[src/rtl/dec_scan_seq_if.sv]
// Control and result bundle for dec_scan_seq. The driver (master) supplies select and
// scan controls; the decoder (slave) returns the registered one-hot lines and status.
interface dec_scan_seq_if #(
    parameter int N = 3
);
    logic              en;
    logic              mode;
    logic [N-1:0]      a;
    logic              load;
    logic              step;
    logic              dir;
    logic              wrap;
    logic [(1<<N)-1:0] d;
    logic [N-1:0]      idx;
    logic              busy;
    logic              done;

    modport master (
        output en, mode, a, load, step, dir, wrap,
        input  d, idx, busy, done
    );

    modport slave (
        input  en, mode, a, load, step, dir, wrap,
        output d, idx, busy, done
    );
endinterface

[src/rtl/dec_scan_seq.sv]
// Registered N-to-2^N one-hot strobe generator: direct decode of a select, or a
// stepped up/down scan of a single active line with optional wrap at the terminal index.
module dec_scan_seq #(
    parameter int N       = 3,
    parameter int RST_IDX = 0
) (
    input  logic           clk,
    input  logic           rst,
    dec_scan_seq_if.slave  bus
);
    localparam int          W       = 1 << N;
    localparam logic [N-1:0] IDX_TOP = '1;
    localparam logic [N-1:0] IDX_BOT = '0;

    logic [N-1:0] idx_q, idx_d;
    logic [W-1:0] d_q, d_d;
    logic         busy_q, busy_d;
    logic         done_q, done_d;
    logic         at_term;

    assign at_term = bus.dir ? (idx_q == IDX_TOP) : (idx_q == IDX_BOT);

    always_comb begin
        idx_d  = idx_q;
        busy_d = busy_q;
        done_d = 1'b0;
        if (!bus.mode) begin
            // Leaving scan mode (or staying in direct mode) always ends any scan silently.
            busy_d = 1'b0;
            if (bus.en) begin
                idx_d = bus.a;
            end
        end else if (bus.load) begin
            idx_d  = bus.a;
            busy_d = 1'b1;
        end else if (bus.step && busy_q && bus.en) begin
            if (!at_term) begin
                idx_d = bus.dir ? idx_q + 1'b1 : idx_q - 1'b1;
            end else begin
                done_d = 1'b1;
                if (bus.wrap) begin
                    idx_d = bus.dir ? IDX_BOT : IDX_TOP;
                end else begin
                    busy_d = 1'b0;
                end
            end
        end
    end

    // Decode the index being written this edge so d never lags idx.
    generate
        for (genvar gi = 0; gi < W; gi++) begin : g_dec
            assign d_d[gi] = bus.en && (idx_d == N'(gi));
        end
    endgenerate

    always_ff @(posedge clk) begin
        if (rst) begin
            idx_q  <= N'(RST_IDX);
            d_q    <= '0;
            busy_q <= 1'b0;
            done_q <= 1'b0;
        end else begin
            idx_q  <= idx_d;
            d_q    <= d_d;
            busy_q <= busy_d;
            done_q <= done_d;
        end
    end

    assign bus.d    = d_q;
    assign bus.idx  = idx_q;
    assign bus.busy = busy_q;
    assign bus.done = done_q;
endmodule

[src/flat_wrapper.sv]
// flat-port wrapper written by rule: the top's interface ports become plain ports
module dec_scan_seq_flat 
#(
    parameter int N       = 3,
    parameter int RST_IDX = 0
)
  (clk, rst, bus_en, bus_mode, bus_a, bus_load, bus_step, bus_dir, bus_wrap, bus_d, bus_idx, bus_busy, bus_done);
  dec_scan_seq_if #(.N(N)) bus_i ();
  input  logic clk;
  input  logic rst;
  input wire logic [$bits(bus_i.en)-1:0] bus_en;
  input wire logic [$bits(bus_i.mode)-1:0] bus_mode;
  input wire logic [$bits(bus_i.a)-1:0] bus_a;
  input wire logic [$bits(bus_i.load)-1:0] bus_load;
  input wire logic [$bits(bus_i.step)-1:0] bus_step;
  input wire logic [$bits(bus_i.dir)-1:0] bus_dir;
  input wire logic [$bits(bus_i.wrap)-1:0] bus_wrap;
  output wire logic [$bits(bus_i.d)-1:0] bus_d;
  output wire logic [$bits(bus_i.idx)-1:0] bus_idx;
  output wire logic [$bits(bus_i.busy)-1:0] bus_busy;
  output wire logic [$bits(bus_i.done)-1:0] bus_done;
  assign bus_i.en = bus_en;
  assign bus_i.mode = bus_mode;
  assign bus_i.a = bus_a;
  assign bus_i.load = bus_load;
  assign bus_i.step = bus_step;
  assign bus_i.dir = bus_dir;
  assign bus_i.wrap = bus_wrap;
  assign bus_d = bus_i.d;
  assign bus_idx = bus_i.idx;
  assign bus_busy = bus_i.busy;
  assign bus_done = bus_i.done;
  dec_scan_seq #(.N(N), .RST_IDX(RST_IDX)) u_core (.clk(clk), .rst(rst), .bus(bus_i));
endmodule
[config.mk]
export PLATFORM = sky130hd
export DESIGN_NAME = dec_scan_seq_flat
export DESIGN_NICKNAME = d
export VERILOG_FILES = /design/src/rtl/dec_scan_seq_if.sv /design/src/rtl/dec_scan_seq.sv /design/src/flat_wrapper.sv
export SDC_FILE = /design/constraint.sdc
export NUM_CORES = 1
export LEC_CHECK = 0
export ABC_CLOCK_PERIOD_IN_PS = 4100
export CAP_MARGIN = 20
export CORE_MARGIN = 4
export CORE_UTILIZATION = 48
export CTS_CLUSTER_SIZE = 10
export DETAILED_ROUTE_END_ITERATION = 10
export GPL_ROUTABILITY_DRIVEN = 0
export HOLD_SLACK_MARGIN = 0.05
export MAX_ROUTING_LAYER = met4
export PLACE_DENSITY = 0.82
export RECOVER_POWER = 100
export SYNTH_ARGS = -nofsm -noshare
export SYNTH_HDL_FRONTEND = slang
export SYNTH_SLANG_ARGS = --single-unit
[constraint.sdc]
create_clock -name clk -period 4.1 [get_ports clk]
set_input_delay 0.615 -clock clk [delete_from_list [all_inputs] [get_ports clk]]
set_output_delay 0.615 -clock clk [all_outputs]
set_load 0.02 [all_outputs]
After elaboration in Yosys (flattened, before gate mapping) --
Index checks and enable logic that the tools add are counted.
Cells by class: add/subtract/negate cells 2, equality and inequality tests 9, mux-type cells 14, bitwise gates (word level) 2, reductions and logical operators 17
Operator list (number):
- $mux W3 | 8
- $eq A3 B3 Y1 const B | 5
- $logic_and A1 B1 Y1 | 10
- $eq A3 B2 Y1 const B | 2
- $logic_not A3 Y1 | 2
- $mux W1 | 6
- $reduce_bool A2 Y1 | 2
- $reduce_or A4 Y1 | 1
- $add A3 B1 Y3 const B | 1
- $eq A3 B1 Y1 const B | 1
- $reduce_and A3 Y1 | 1
- $sub A3 B1 Y3 const B | 1
- $ne A2 B2 Y1 const B | 1
- $not A1 Y1 | 2
- $reduce_or A2 Y1 | 1
Word-level totals: register bits after elaboration 13, input bits 11, output and inout port bits 13

Longest topological paths before layout --
Gate-level depths: netlist of run 1.
word-level depth 8, depth in mapped cells 8

Worst setup path after synthesis of run 1 --
OpenSTA, ideal clock, no wires.
kind reg-to-reg, start point reg u_core.idx_q[0], in the netlist u_core.bus.idx[0], end point reg u_core.d_q[3], in the netlist u_core.bus.d[3], data arrival time 2.360 ns, path slack 1.662 ns, cell stages (with the launch flop) 9, buffers on the path 1, period minus slack after synthesis 2.438 ns, cell sequence dfxtp_1 buf_2 inv_1 fa_1 a41o_1 a222oi_1 o221ai_1 nand2b_4 nor3_1
Between the ends: longest elaborated chain between the ends 8, elaborated cells between the ends (all ways) 14, those cells by class add/sub: 2; eq/ne: 2; mux: 8; reduce/logical: 2
Ends and longest elaborated chain:
- start: declaration | line dec_scan_seq.sv:15 | logic [N-1:0] idx_q, idx_d;
- start signal: assignment | line dec_scan_seq.sv:59 | idx_q <= N'(RST_IDX);
- start signal: assignment | line dec_scan_seq.sv:64 | idx_q <= idx_d;
- $sub A3 B1 Y3 (tied with other cells) | line dec_scan_seq.sv:38 | idx_d = bus.dir ? idx_q + 1'b1 : idx_q - 1'b1;
- $mux W3 / $mux W1 (equally long branches) | line dec_scan_seq.sv:38, dec_scan_seq.sv:21
- $mux W3 | line dec_scan_seq.sv:37 | if (!at_term) begin
- $mux W3 | line dec_scan_seq.sv:36 | end else if (bus.step && busy_q && bus.en) begin
- $mux W3 | line dec_scan_seq.sv:33 | end else if (bus.load) begin
- $mux W3 * | line dec_scan_seq.sv:27 | if (!bus.mode) begin
- $eq A3 B2 Y1 * | line dec_scan_seq.sv:53 | assign d_d[gi] = bus.en && (idx_d == N'(gi));
- $logic_and A1 B1 Y1 * | line dec_scan_seq.sv:53
- end signal: assignment | line dec_scan_seq.sv:60 | d_q <= '0;
- end signal: assignment | line dec_scan_seq.sv:65 | d_q <= d_d;
- end: declaration | line dec_scan_seq.sv:16 | logic [W-1:0] d_q, d_d;
Every way passes the cells marked *; elsewhere a longest branch is shown, timed or not. A chain may end at the register's enable or synchronous reset.

Worst setup path after layout of run 1 --
start point in bus_dir, end point reg u_core.d_q[3], in the netlist u_core.bus.d[3]
Between the ends: longest elaborated chain between the ends 8, elaborated cells between the ends (all ways) 10, those cells by class eq/ne: 1; mux: 8; reduce/logical: 1
Ends and longest elaborated chain:
- start: declaration | line flat_wrapper.sv:16 | input wire logic [$bits(bus_i.dir)-1:0] bus_dir;
- $mux W3 | line dec_scan_seq.sv:42 | idx_d = bus.dir ? IDX_BOT : IDX_TOP;
- $mux W3 | line dec_scan_seq.sv:41 | if (bus.wrap) begin
- $mux W3 * | line dec_scan_seq.sv:37
- $mux W3 * | line dec_scan_seq.sv:36
- $mux W3 * | line dec_scan_seq.sv:33
- $mux W3 * | line dec_scan_seq.sv:27
- $eq A3 B2 Y1 * | line dec_scan_seq.sv:53
- $logic_and A1 B1 Y1 * | line dec_scan_seq.sv:53
Marked as above.

==> impl_metrics.ini, run 1 <==
[status]
outcome = complete, no violations

[synth]
post-synth-top-count-cell = sky130_fd_sc_hd__dfxtp_1
synth_top_family_by_area = simple AND/OR/NAND/NOR gates
yosys.area.top_type_share = 0.334
synth_cells = 88
synth_top_area_cell = sky130_fd_sc_hd__dfxtp_1
synthesis.nets = 100
synth-xor-area-share = 0
synth_area_per_cell_um2 = 8.84
synth_simple_gate_area_share = 0.291
synthFlopType = sky130_fd_sc_hd__dfxtp_1
portion_of_netlist_area_occupied_by_mux_cells = 0.0514
synth_fa_ha_area_frac = 0.0257
list_of_most_frequent_post_synthesis_cells = sky130_fd_sc_hd__dfxtp_1, sky130_fd_sc_hd__nor3_1, sky130_fd_sc_hd__nor2_1
synth_area_um2 = 778
share_of_the_synthesized_area_in_compound_gates_ao_oa_aoi_oai = 0.240
yosys_warnings = 0
ys_async_sr_fraction = 0
synth.yosys.seq_area_share = 0.334
yosys_register_bits = 13
synth_cell_types = 37
post_synth_edffs = 0
leading_cell_types_by_total_area_after_synthesis = sky130_fd_sc_hd__dfxtp_1, sky130_fd_sc_hd__nor3_1, sky130_fd_sc_hd__mux2i_1, sky130_fd_sc_hd__a21oi_1, sky130_fd_sc_hd__and3_4

[timing]
setup_tns_ps = 0
layout_min_cycle_time_ps = 2850
clock-skew-final_ps = 3.50
slew_viol_final = 0
worst_slew_pin_slew_ps = 608
fmax_ghz = 0.351
timing.slew.headroom = 0.591
grt_setup_unrepaired = false
timing_hold_violations_final = 0
final_min_period_over_clock_period = 0.696
finalSetupViolations = 0
post-route-worst-setup-slack_ps = 1250

[job]
timing.max_cap.violations = 0

[die]
pin_count = 24
standard_cell_rows = 14
fp.coreArea_mm2 = 0.00152
initial_utilization = 0.511
die_height_um = 48.3
die_area_mm2 = 0.00233
floorplan.die.width_um = 48.3

[final_layout]
final_design_area_no_fill_mm2 = 0.00100
antennaDiodeCount = 0
fill_cells = 136
layout-drive-gt1-share = 0.0826
flow.area_growth_from_synthesis_pct = 29.1
final_nets = 122

[clock_tree]
cts.repair_timing.setup_buffer_count = 0
clock_tree_from_tritoncts = done
holdBufCountCts = 0
cts_buffers = 3
cts.root.buffer_cell = sky130_fd_sc_hd__clkbuf_4
clk_path_buf_depth = 2
path_clk_slew_ps = 70
post_cts.resized_instances = 0
clock_insertion_delay_worst_skew_ps = 280
numClockSinks = 13
htree_levels = 1

[worst_setup_path]
setup.worst_path.end_class = flip-flop
worstSetupStartpointType = primary input
worst_ep_arrival_time_ps = 3070
timing.critical_path.cells = dlygate4sd3_1 -> fa_1 -> a41o_1 -> a222oi_1 -> o221ai_1 -> nand2b_1 -> nor3_1
ff2ff_setup_slack_ps = 1430
worst-r2r-cell-count = 7
critPathKind = in2reg
timing.critical_path.slowest_cell_delay_ps = 670
path_max_fanout = 6
critPathRequiredTime_ps = 4310
worst_path_max_delay_cell = sky130_fd_sc_hd__dlygate4sd3_1

[power]
irDropWorstVdd_uv = 216
power.switching_fraction = 0.303
proportion_of_power_drawn_by_the_clock_network = 0.270
combPwrFrac = 0.256
power_report.internal_total_uw = 204
power.density_cell_area_mw_per_mm2 = 292
power.net_switching_uw = 89.0
power.leakage_uw = 0.000398
p_seq_frac = 0.474

[global_route]
grt.overflow.total = 0
antenna_violations_before_repair = 0
grt_start_max_net_pins = 17
vias_in_the_first_global_route = 715
global_route_wire_length_before_repair_um = 3240
grt_usage = 0.213

[drt]
detailroute.via_count = 781
drt-vias-per-instance = 6.25
wire_per_inst_um = 15.2
route.detailed.drc = 0
final_antenna_net_count = 0
drt_first_iter_violations = 23
drt_pass1_iterations = 4
wirelength_um = 1900

[placement]
placement.io_buffers = 23
dpl_cell_area_um2 = 995
place_ws_ps = 1060
hpwlAfterDp_um = 1410

[hold_path]
min-delay-path-class = reg2reg
min_delay_path_depth = 2
-- layer usage --
metal  vias to the layer above  global-route usage  wire, um
met5                         -                   -         0
met4                         0               0.118        45
met3                         4              0.0775       125
met2                        27               0.302       904
met1                       368               0.257       823
li1                        382                   -         -
-- cells by family after synthesis --
| group | count (synthesis) |
|---|---|
| fa+ha+maj | 1 |
| simple gates | 39 |
| mux | 4 |
| compound gates | 22 |
| buf+inv | 9 |
| flops | 13 |
-- through the flow --
stage	hold slack (ps)	instances	utilization	power, uW
2_1_floorplan	637	88	-	192
3_3_place_gp	581	121	0.653	218
3_5_place_dp	579	121	0.653	221
4_1_cts	594	125	0.670	301
5_1_grt	649	125	0.659	310
6_report	588	125	0.659	293
-- layout by cell type, fill, tap and decap left out, drive strengths merged, types with 2 or more instances in the layout --
cell            n
nor2            6
a221o           2
o221ai          2
inv             3
nand4b          2
and3            2
clkbuf          4
nand3           4
a21oi           5
clkdlybuf4s50   8
a211o           2
dlygate4sd3    15
dfxtp          13
nor3           10
nand2b          3
nand2           4
mux2i           4
or2             2
-- power groups by stage --
stage,Sequential (uW),Clock (uW),Combinational [uW]
after floorplan,143,0,49.4
after global placement,142,0,76.0
after detailed placement,142,0,79.1
after CTS,139,82.8,79.3
after global routing,141,88.0,81.7
final,139,79.3,75.0
-- final timing paths --
| check | from | end |
|---|---|---|
| setup / recovery | bus_dir | u_core.bus.d[3] |
| hold / removal | u_core.bus.busy | u_core.bus.busy |
| setup reg to reg | u_core.bus.idx[0] | u_core.bus.d[3] |
| hold reg to reg | u_core.bus.busy | u_core.bus.busy |
-- area by class of cell --
type                            count  area (um^2)  area share
Clock buffer                        4         26.3      0.0262
Inverter                            3         11.3      0.0112
Multi-Input combinational cell     66          457       0.455
Sequential cell                    13          260       0.259
Tap cell                           16         20.0      0.0199
Timing Repair Buffer               23          230       0.229
-- state kept, by name, summed over array words and instances, names as in the netlist --
signal,count
u_core.bus.d,8
u_core.bus.done,1
u_core.bus.busy,1
u_core.bus.idx,3
-- worst max-delay path, delay by kind of cell --
kind	cells	cell delay [ps]
AOI/OAI and AO/OA	3	930
adders and majority gates	1	490
buffers and inverters	1	670
and+or+nand+nor	2	370
(Power assumes the default switching activity.)
==> run 2, diff against run 1 <==
Settings changed: ABC_CLOCK_PERIOD_IN_PS 4100 to 2800, CORE_UTILIZATION 48 to 45, PLACE_DENSITY 0.82 to 0.77.
Clock period 4.1 ns to 2.8 ns, I/O delays scaled along.
==> run 2 against run 1 <==
Non-clock buffer count grew 5. Combinational power grew 68%. Register-to-register slack lost 960 ps. Global-route usage shrank 3.9 points. Sequential cell count is the same.
==> impl_metrics.ini, run 2 (synthesis results as in run 1) <==
[global_route]
grt.overflow.total = 0
grt_start_max_net_pins = 16
grt_usage = 0.174
antenna_violations_before_repair = 0
vias_in_the_first_global_route = 745
global_route_wire_length_before_repair_um = 3290

[timing]
worst_slew_pin_slew_ps = 567
clock-skew-final_ps = 10.0
final_min_period_over_clock_period = 0.922
slew_viol_final = 0
hold_ws_ps = 601
fmax_ghz = 0.387
layout_min_cycle_time_ps = 2580
setup_tns_ps = 0
finalSetupViolations = 0
timing.slew.headroom = 0.622
timing_hold_violations_final = 0
grt_setup_unrepaired = false

[final_layout]
regArea_um2 = 260
multi_input_area_um2 = 468
final_nets = 127
largest_reg_flops = 8
mostFrequentLayoutCell = sky130_fd_sc_hd__dlygate4sd3_1
layout-drive-gt1-share = 0.132
final_design_area_no_fill_mm2 = 0.00105
flow.area_growth_from_synthesis_pct = 35.4
layoutNonFillerInstCount = 130
antennaDiodeCount = 0
fill_cells = 150
layout_common_cells = sky130_fd_sc_hd__dlygate4sd3_1, sky130_fd_sc_hd__dfxtp_1, sky130_fd_sc_hd__nor3_1

[placement]
dpl_cell_area_mm2 = 0.00103
numPlacedInstances = 126
hpwlAfterDp_um = 1450
placement.io_buffers = 23

[worst_setup_path]
critPathRequiredTime_ps = 2990
setup.worst_path.end_class = flip-flop
critPathKind = in2reg
path_max_fanout = 6
worst_ep_arrival_time_ps = 2770
worstSetupStartpointType = primary input

[power]
power.switching_fraction = 0.295
proportion_of_power_drawn_by_the_clock_network = 0.258
p_seq_frac = 0.452
combPwrFrac = 0.290
power.net_switching_uw = 129
power.leakage_uw = 0.000434
power_report.internal_total_uw = 307
irDropWorstVdd_uv = 430
power.density_cell_area_mw_per_mm2 = 414

[clock_tree]
path_clk_slew_ps = 80
post_cts.resized_instances = 0
cts.repair_timing.setup_buffer_count = 0
numClockSinks = 13
holdBufCountCts = 0
cts.root.buffer_cell = sky130_fd_sc_hd__clkbuf_4
htree_levels = 1
clk_path_buf_depth = 2
clock_tree_from_tritoncts = done
clock_insertion_delay_worst_skew_ps = 270
cts_buffers = 3

[drt]
final_antenna_net_count = 0
wire_per_inst_um = 14.6
detailroute.via_count = 782
drt-vias-per-instance = 6.02
route.detailed.drc = 0
drt_pass1_iterations = 4
drt_first_iter_violations = 15
wirelength_um = 1900

[status]
outcome = complete, no violations

[die]
die_area_mm2 = 0.00246
initial_utilization = 0.494
fp.coreArea_mm2 = 0.00158
floorplan.die.width_um = 49.6
die_height_um = 49.6
standard_cell_rows = 14
pin_count = 24

[job]
timing.max_cap.violations = 0

[hold_path]
min-delay-path-class = reg2reg
-- run 2: changes by cell type in the layout (fill, tap and decap cells not counted) --
cell / delta
sky130_fd_sc_hd__nand2b_4: +1
sky130_fd_sc_hd__o221a_4: +1
sky130_fd_sc_hd__and3_4: -1
sky130_fd_sc_hd__buf_4: +5
sky130_fd_sc_hd__nand2b_1: -1
sky130_fd_sc_hd__and3_1: +1
sky130_fd_sc_hd__o221a_1: -1
-- run 2: per-layer routing --
| metal | part of all wire | up-vias | global-route usage |
|---|---|---|---|
| met2 | 0.49 | 29 | 0.297 |
| met5 | 0 | - | - |
| met1 | 0.44 | 361 | 0.208 |
| met3 | 0.068 | 0 | 0.0452 |
| met4 | 0 | 0 | 0.0276 |
| li1 | - | 392 | - |
-- run 2: layout make-up --
class / instances / area share
multi-input combinational: 66 / 0.444
timing repair buffer: 28 / 0.254
sequential: 13 / 0.247
clock buffer: 4 / 0.0249
tap: 16 / 0.0190
inverter: 3 / 0.0107
-- run 2: path summary, 6_finish.rpt --
| check | slack, ps | cells after the start | to | from |
|---|---|---|---|---|
| max | 220 | 7 | u_core.bus.d[3] | bus_dir |
| min reg2reg | 600 | 2 | u_core.bus.busy | u_core.bus.busy |
| min | 600 | 2 | u_core.bus.busy | u_core.bus.busy |
| max reg2reg | 470 | 7 | u_core.bus.d[3] | u_core.bus.idx[0] |
-- run 2: critical path, cell delays in order --
cell and delay (ps):
sky130_fd_sc_hd__dlygate4sd3_1 570, sky130_fd_sc_hd__fa_1 460, sky130_fd_sc_hd__a41o_1 210, sky130_fd_sc_hd__a222oi_1 360, sky130_fd_sc_hd__o221ai_1 350, sky130_fd_sc_hd__nand2b_4 240, sky130_fd_sc_hd__nor3_1 160
-- run 2: stage by stage --
step                utilization  power (uW)  setup WS (ps)
CTS                       0.671         444            344
detailed placement        0.655         331           56.6
finish                    0.668         436            219
global placement          0.655         328            169
global route              0.668         464            129
floorplan                     -         281            362
-- run 2: power groups by stage --
stage / Sequential, uW / Clock (uW) / Combinational [uW]
after global routing: 199 / 127 / 138
after detailed placement: 202 / 0 / 129
final: 197 / 112 / 126
after global placement: 202 / 0 / 126
after floorplan: 209 / 0 / 72.4
after CTS: 198 / 117 / 129
==> run 3, diff against run 2 <==
Settings changed: CORE_ASPECT_RATIO set to 1.25.
==> run 3 against run 2 <==
Cell count up 0.77%. Count of clock-buffer cells in the layout stayed put. Global-route usage decreased by 0.52 points. Fmax increased by 0.47%. Hold slack lost 3.9 ps. Critical path type unchanged. Largest power group unchanged. Highest routed layer is now met4.
==> impl_metrics.ini, run 3 (synthesis results as in run 1) <==
[status]
outcome = complete, no violations

[worst_setup_path]
path_max_fanout = 6
worstSetupStartpointType = primary input
critPathRequiredTime_ps = 3000
ff2ff_setup_slack_ps = 510
critPathKind = in2reg
worst-r2r-cell-count = 7
timing.rr.end = u_core.bus.d[7]
r2r_start = u_core.bus.idx[0]
setup.worst_path.end_class = flip-flop
worst_ep_arrival_time_ps = 2770

[hold_path]
min_delay_path_depth = 2
min-delay-path-class = reg2reg
hold-path-endpoint = u_core.bus.busy
min-delay-start = u_core.bus.busy

[power]
irDropWorstVdd_uv = 348
power.density_cell_area_mw_per_mm2 = 417
power.leakage_uw = 0.000418

[timing]
timing_hold_violations_final = 0
worst_slew_pin_slew_ps = 541
final_min_period_over_clock_period = 0.918
fmax_ghz = 0.389
finalSetupViolations = 0
timing.slew.headroom = 0.639
post-route-worst-setup-slack_ps = 231
clock-skew-final_ps = 3.71
grt_setup_unrepaired = false
slew_viol_final = 0
layout_min_cycle_time_ps = 2570
setup_tns_ps = 0

[placement]
hpwlAfterDp_um = 1400
placement.io_buffers = 23
place_ws_ps = 70.0

[drt]
drt-vias-per-instance = 6.02
route.detailed.drc = 0
wirelength_um = 1830
drt_first_iter_violations = 26
final_antenna_net_count = 0
wire_per_inst_um = 14.0
drt_pass1_iterations = 4
detailroute.via_count = 789

[global_route]
global_route_wire_length_before_repair_um = 2970
grt_usage = 0.169
grt_start_max_net_pins = 16
antenna_violations_before_repair = 0
grt.overflow.total = 0
vias_in_the_first_global_route = 696

[clock_tree]
htree_levels = 1
cts.root.buffer_cell = sky130_fd_sc_hd__clkbuf_4
numClockSinks = 13
path_clk_slew_ps = 70
clk_path_buf_depth = 2
cts.repair_timing.setup_buffer_count = 0
clock_insertion_delay_worst_skew_ps = 280
holdBufCountCts = 0
clock_tree_from_tritoncts = done
post_cts.resized_instances = 0
cts_buffers = 3

[die]
initial_utilization = 0.486
floorplan.die.width_um = 45.2
die_height_um = 54.5
fp.coreArea_mm2 = 0.00160
standard_cell_rows = 16
die_area_mm2 = 0.00246
pin_count = 24

[final_layout]
final_nets = 126
regArea_um2 = 260
layout-drive-gt1-share = 0.115
layout_common_cells = sky130_fd_sc_hd__dlygate4sd3_1, sky130_fd_sc_hd__dfxtp_1, sky130_fd_sc_hd__nor3_1
mostFrequentLayoutCell = sky130_fd_sc_hd__dlygate4sd3_1
final_util = 0.648
largest_reg_flops = 8
multi_input_area_um2 = 457
fill_cells = 141
flow.area_growth_from_synthesis_pct = 33.3
antennaDiodeCount = 0

[job]
timing.max_cap.violations = 0
run 3: how the worst max path moves through the flow:
| stage | start | slack (ps) | cells after the start | end |
|---|---|---|---|---|
| after floorplan | u_core.bus.idx[0] | 360 | 8 | u_core.bus.d[3] |
| after global placement | bus_dir | 190 | 7 | u_core.bus.d[3] |
| after detailed placement | bus_dir | 70 | 7 | u_core.bus.d[7] |
| after CTS | bus_dir | 360 | 7 | u_core.bus.d[7] |
| after global routing | bus_dir | 150 | 7 | u_core.bus.d[7] |
| final | bus_dir | 230 | 7 | u_core.bus.d[7] |
run 3: metal layers:
layer  share of wire  routed length [um]  track usage  up-vias
met4          0.0071                  13       0.0293        0
met1            0.44                 812        0.224      361
met5               0                   0            -        -
met2            0.46                 848        0.257       33
li1                -                   -            -      392
met3           0.085                 156       0.0493        3
run 3: worst max-delay path, cell delays in order:
cell and delay [ps]:
sky130_fd_sc_hd__dlygate4sd3_1 570, sky130_fd_sc_hd__fa_1 470, sky130_fd_sc_hd__a41o_1 220, sky130_fd_sc_hd__a222oi_1 330
sky130_fd_sc_hd__o221ai_1 330, sky130_fd_sc_hd__nand2b_1 260, sky130_fd_sc_hd__nor3_1 170
run 3: cell type report:
type                            count  area share
Clock buffer                        4      0.0253
Inverter                            3      0.0109
Multi-Input combinational cell     66       0.440
Sequential cell                    13       0.251
Tap cell                           18      0.0217
Timing Repair Buffer               27       0.251
run 3: metrics by stage:
| step | hold slack [ps] | cell area, um^2 | total power [uW] | cells |
|---|---|---|---|---|
| 4_1_cts | 609 | 1050 | 443 | 131 |
| 2_1_floorplan | 489 | 778 | 281 | 88 |
| 3_3_place_gp | 587 | 1030 | 327 | 127 |
| 3_5_place_dp | 594 | 1030 | 330 | 127 |
| 6_report | 597 | 1040 | 432 | 131 |
| 5_1_grt | 688 | 1040 | 456 | 131 |
run 3: where the power goes:
group | leakage [uW] | switching (uW) | total [uW] | internal, uW
logic | 0.000297 | 63.8 | 121 | 57.0
clock network | 0.0000150 | 58.5 | 114 | 55.4
registers | 0.000106 | 5.74 | 197 | 192
